--- config.mk ---
export PLATFORM = sky130hd
export DESIGN_NAME = write_back_regfile
export DESIGN_NICKNAME = d
export VERILOG_FILES = /design/src/rtl/wb_pkg.sv /design/src/rtl/regfile_array.sv /design/src/rtl/write_back_regfile.sv
export SDC_FILE = /design/constraint.sdc
export NUM_CORES = 1
export LEC_CHECK = 0
export CAP_MARGIN = 20
export CORE_MARGIN = 2
export CORE_UTILIZATION = 55
export DETAILED_ROUTE_END_ITERATION = 12
export PLACE_DENSITY = 0.78
export RECOVER_POWER = 100
export SYNTH_ARGS = -nofsm -noshare
export SYNTH_HDL_FRONTEND = slang
export SYNTH_SLANG_ARGS = --single-unit
--- constraint.sdc ---
create_clock -name clk -period 10.2 [get_ports clk]
set_input_delay 2.04 -clock clk [delete_from_list [all_inputs] [get_ports clk]]
set_output_delay 2.04 -clock clk [all_outputs]
set_load 0.02 [all_outputs]
--- src/rtl/wb_pkg.sv ---
// ============================================================================
// Module   : wb_pkg
// Purpose  : Shared widths, register-address constants and typedefs for the
//            decode, data-memory and write-back stages.
// Revision : 1.0
// ============================================================================
`default_nettype none

package wb_pkg;

    localparam int DATA_W   = 8;
    localparam int ADDR_W   = 5;
    localparam int NUM_REGS = 2 ** ADDR_W;

    typedef logic [ADDR_W-1:0] reg_addr_t;
    typedef logic [DATA_W-1:0] data_t;

    localparam reg_addr_t REG_ZERO = '0;

endpackage

`default_nettype wire

--- src/rtl/regfile_array.sv ---
// ============================================================================
// Module   : regfile_array
// Purpose  : 2**ADDR_W x DATA_W register storage, one write port, two
//            combinational read ports, register 0 hardwired to zero.
// Revision : 1.0
// ============================================================================
`default_nettype none

module regfile_array #(
    parameter int DATA_W = 8,
    parameter int ADDR_W = 5
) (
    input  logic              clk,
    input  logic              rst,
    input  logic              we_i,
    input  logic [ADDR_W-1:0] waddr_i,
    input  logic [DATA_W-1:0] wdata_i,
    input  logic [ADDR_W-1:0] raddr_a_i,
    input  logic [ADDR_W-1:0] raddr_b_i,
    output logic [DATA_W-1:0] rdata_a_o,
    output logic [DATA_W-1:0] rdata_b_o
);

    localparam int NUM = 2 ** ADDR_W;

    logic [DATA_W-1:0] mem_q [NUM];

    always_ff @(posedge clk or posedge rst) begin
        if (rst) begin
            for (int i = 0; i < NUM; i++) begin
                mem_q[i] <= '0;
            end
        end else if (we_i && (waddr_i != '0)) begin
            mem_q[waddr_i] <= wdata_i;
        end
    end

    // Entry 0 is never written, but force the read anyway so zero never depends on storage.
    assign rdata_a_o = (raddr_a_i == '0) ? '0 : mem_q[raddr_a_i];
    assign rdata_b_o = (raddr_b_i == '0) ? '0 : mem_q[raddr_b_i];

endmodule

`default_nettype wire

--- src/rtl/write_back_regfile.sv ---
// ============================================================================
// Module   : write_back_regfile
// Purpose  : Write-back latch, register file commit, registered read ports
//            and committed-write counter. Macro WB_BYPASS_EN enables
//            write-through of the committing value to the read ports.
// Revision : 1.0
// ============================================================================
`default_nettype none

module write_back_regfile #(
    parameter int DATA_W = 8,
    parameter int ADDR_W = 5
) (
    input  logic              clk,
    input  logic              reset,
    input  logic [DATA_W-1:0] mux_ans_dm,
    input  logic [ADDR_W-1:0] RW_dm,
    input  logic              wb_en_dm,
    input  logic [ADDR_W-1:0] RA_id,
    input  logic [ADDR_W-1:0] RB_id,
    output logic [DATA_W-1:0] A_rf,
    output logic [DATA_W-1:0] B_rf,
    output logic [DATA_W-1:0] ans_wb,
    output logic [ADDR_W-1:0] RW_wb,
    output logic              wb_en_wb,
    output logic [15:0]       wr_count
);

    import wb_pkg::*;

    logic [DATA_W-1:0] ans_q;
    logic [ADDR_W-1:0] rw_q;
    logic              en_q;
    logic [DATA_W-1:0] a_q, a_d;
    logic [DATA_W-1:0] b_q, b_d;
    logic [15:0]       cnt_q, cnt_d;
    logic [DATA_W-1:0] w_rd_a, w_rd_b;
    logic              w_commit;

    assign w_commit = en_q && (rw_q != ADDR_W'(REG_ZERO));

    regfile_array #(
        .DATA_W (DATA_W),
        .ADDR_W (ADDR_W)
    ) u_array (
        .clk       (clk),
        .rst       (reset),
        .we_i      (w_commit),
        .waddr_i   (rw_q),
        .wdata_i   (ans_q),
        .raddr_a_i (RA_id),
        .raddr_b_i (RB_id),
        .rdata_a_o (w_rd_a),
        .rdata_b_o (w_rd_b)
    );

    always_comb begin
        a_d   = w_rd_a;
        b_d   = w_rd_b;
        cnt_d = w_commit ? (cnt_q + 16'd1) : cnt_q;
`ifdef WB_BYPASS_EN
        if (w_commit && (RA_id == rw_q)) a_d = ans_q;
        if (w_commit && (RB_id == rw_q)) b_d = ans_q;
`endif
    end

    always_ff @(posedge clk or posedge reset) begin
        if (reset) begin
            ans_q <= '0;
            rw_q  <= '0;
            en_q  <= 1'b0;
            a_q   <= '0;
            b_q   <= '0;
            cnt_q <= '0;
        end else begin
            ans_q <= mux_ans_dm;
            rw_q  <= RW_dm;
            en_q  <= wb_en_dm;
            a_q   <= a_d;
            b_q   <= b_d;
            cnt_q <= cnt_d;
        end
    end

    assign A_rf     = a_q;
    assign B_rf     = b_q;
    assign ans_wb   = ans_q;
    assign RW_wb    = rw_q;
    assign wb_en_wb = en_q;
    assign wr_count = cnt_q;

endmodule

`default_nettype wire

==> metrics.md <==
| Metric | Value |
|---|---|
| Area growth syn-to-layout | `12.8%` |
| WP buf/inv | `4` |
| Critical Path End Type | `async pin` |
| Syn avg cell area | `around 15 um2` |
| CP arrival | `6.02 ns` |
| Number of vias per cell | `between 6 and 7` |
| Leakage | `between 7 and 8 nW` |
| Crit-path cells | `dlygate4sd3_1, clkinvlp_2, buf_12, clkbuf_1` |
| Slew Viols, Final | `287` |
| Slew margin rel. | `-129%` |
| DP HPWL | `26000 um` |
| EDFF count, synth | `0` |
| Post-synthesis cell count | `between 1000 and 1500` |
| Number of global-route vias before repair | `between 10000 and 15000` |
| RSZ-0062 raised after global routing | `no` |
| Total GRT Usage | `between 20% and 30%` |
| I/O pin count | `72` |
| Status | `finished with violations` |
| Sw Ratio | `27.2%` |
| Deepest clock path buffer count | `3` |
| Commonest non-fill, non-tap cell in the layout | `dfrtp_1` |
| Register area | `7560 um2` |
| Grt ovf | `0` |
| Port Buffer Count | `a little over 70` |
| DRC violations left | `0` |
| Int Power | `0.00259 W` |
| Later-pin clock latency in the skew report | `0.52 ns` |
| GR Layer Usage met2 | `44.2%` |
| Via Count | `between 9000 and 10000` |
| Routed len/inst | `26.8 um` |
| Sw power | `~0.00097 W` |
| CP Depth | `4` |
| Fillcell total | `~2100` |
| Critical Path RT | `10.04 ns` |
| Seq/Total Area, Yosys | `approximately 50%` |
| Cts hold-fix bufs | `0` |
| Initial Util | `between 50 and 60%` |
| Post-Syn Area | `15500 um2` |
| CP Launch Type | `input port` |
| Synthesized Nets | `about 1100` |
| Clock Sink Count | `a little over 300` |
| Worst VDD drop | `around 0.00019 V` |
| FP Rows | `61` |
| Synth async-reset ratio | `100%` |
| Sequential fraction of design power | `between 40% and 50%` |
| Die Width | `between 150 and 200 um` |
| Nets | `around 1100` |
| Reg2Reg Depth | `4` |
| CP delay by family, top | `buffers and inverters` |
| Clock share of power | `35.5%` |
| Clock transition at path regs | `around 0.060 ns` |
| Die area | `around 30000 um2` |
| Worst R2R Start | `RW_wb[3]` |
| Die height | `about 170 um` |
| Total power divided by cell area | `about 200 nW/um2` |
| Antenna diode count | `0` |
| GR Util met3 | `roughly 5.1%` |
| Seq cells post-synth | `between 300 and 400` |
| CTS root buffer | `clkbuf_16` |
| CTS tree | `built` |
| Crit Path Max Fanout | `187` |
| Final Core Density | `about 63%` |
| Max Cap Violations | `9` |
| Maximum clock rate | `approximately 160 MHz` |
| WS Path Type | `input port to async pin` |
| RR Endpoint | `u_array.mem_q[91]` |
| Post-CTS setup buffers | `0` |
| Drt initial violations | `~1000` |
| Post-synth top flop | `dfrtp_1` |
| DRT Wirelength | `40500 um` |
| H-Tree Level Count | `2` |
| First-pass GRT wire length | `between 60000 and 70000 um` |
| Combinational group share of total power | `19.6%` |
| CP max-delay cell | `clkbuf_1` |
| Placer Congestion | `around 0.86` |
| Most frequent cells in the layout | `dfrtp_1 (302), mux2_2 (284), mux4_2 (96)` |
| Period utilization | `between 60% and 70%` |
| CP max stage delay | `about 2.5 ns` |
| Post-synth cell types | `between 40 and 50` |
| Type of the worst min-delay path | `flip-flop to flip-flop` |
| Drt pass-1 iters | `5` |
| Worst Tran Pin Value | `3.43 ns` |
| Final Worst Setup Slack | `4.02 ns` |
| Post-cts repair resize count | `0` |
| Share of cells above drive strength 1 | `approximately two fifths` |
| Design Power | `about 0.0036 W` |
| Critical path endpoint | `u_array.mem_q[135]` |
| Pin count of the biggest net entering global routing | `about 190` |
| Final Hold Vio Count | `0` |
| CP startpoint | `reset` |
| Min Clock Period, post-route | `roughly 6.2 ns` |
| Clk_skew | `around 0.017 ns` |
| FF-to-FF setup slack | `around 6.6 ns` |
| Gr busiest metal | `met2` |
| GR Layer Usage met1 | `between 40% and 50%` |
| Failing checks | `capacitance limit, slew limit` |
| Setup TNS Final | `0 ns` |
| Final setup fails | `0` |
| Dpl ws | `roughly 5.6 ns` |
| TritonCTS Buffers | `35` |
| YS warnings | `0` |
| Multi-input logic area | `7450 um2` |
| Post-route ant nets | `0` |
| Core area | `roughly 28000 um2` |
| Antenna violations before repair | `0` |
==> worst min path at each step <==
stage                                   from  slack (ns)  depth (start not counted)            endpoint
after global routing      u_array.mem_q[253]        0.41                          0  u_array.mem_q[253]
after global placement    u_array.mem_q[252]        0.38                          0  u_array.mem_q[252]
after floorplan           u_array.mem_q[248]        0.44                          1  u_array.mem_q[248]
after CTS                 u_array.mem_q[252]        0.40                          0  u_array.mem_q[252]
final                     u_array.mem_q[255]        0.40                          0  u_array.mem_q[255]
after detailed placement  u_array.mem_q[252]        0.39                          0  u_array.mem_q[252]
==> cells by family after synthesis <==
logic type / count (synthesis) / share of synthesized area (%)
DFF: 302 / 48.6
xor gates and xnor gates: 15 / 0.845
buffers and inverters: 93 / 3.00
adders and majority gates: 1 / 0.0805
muxes: 444 / 38.7
and+or+nand+nor: 122 / 4.48
AOI/OAI and AO/OA: 93 / 4.29
==> power by group through the flow <==
stage / clock network [W] / logic, W / registers (W)
3_5_place_dp: 0 / 0.000699 / 0.00161
4_1_cts: 0.00128 / 0.000704 / 0.00159
3_3_place_gp: 0 / 0.000676 / 0.00160
2_1_floorplan: 0 / 0.000506 / 0.00157
6_report: 0.00126 / 0.000697 / 0.00160
5_1_grt: 0.00133 / 0.000748 / 0.00162
==> cell usage after synthesis, drive strengths merged, types with 12 or more instances <==
library cell  count  area share, %
o21ai            12           0.39
nand2            27           0.65
a211oi           13           0.63
nor2b            18           0.72
dfrtp           302             49
buf              42            1.8
clkbuf           47            1.1
o22ai            12           0.48
mux4             96             14
nor2             34           0.92
mux2            291             21
mux2i            57            3.7
==> per-layer routing <==
metal,vias up,wire (um)
met3,103,2870
met2,459,19400
met5,-,0
met4,0,1470
met1,5235,16700
li1,4155,-
==> through the flow <==
stage          hold slack (ns)  area [um2]  std cells
2_1_floorplan            0.441       15500       1070
3_3_place_gp             0.379       16400       1442
3_5_place_dp             0.387       16400       1445
4_1_cts                  0.400       17600       1506
5_1_grt                  0.413       17500       1508
6_report                 0.397       17500       1508
==> layout make-up <==
cell class | count | share of cell area (%)
flip-flops and latches | 302 | 43.1
multi-input cells | 675 | 42.5
clock buffers | 54 | 6.10
repair buffers | 88 | 4.98
well taps | 378 | 2.70
clock inverters | 7 | 0.514
inverters | 4 | 0.0928
==> worst reg2reg max path, delay by kind of cell (launching register included) <==
family	cells	cell delay [ns]
AND/OR/NAND/NOR	3	2.30
flip-flops	1	0.67
multiplexers	1	0.54
==> state kept, by name, summed over array words and instances (netlist names) <==
name,count
wr_count,16
u_array.mem_q,256
A_rf,8
RW_wb,5
wb_en_wb,1
ans_wb,8
B_rf,8
Power figures use the tool's default switching activity.
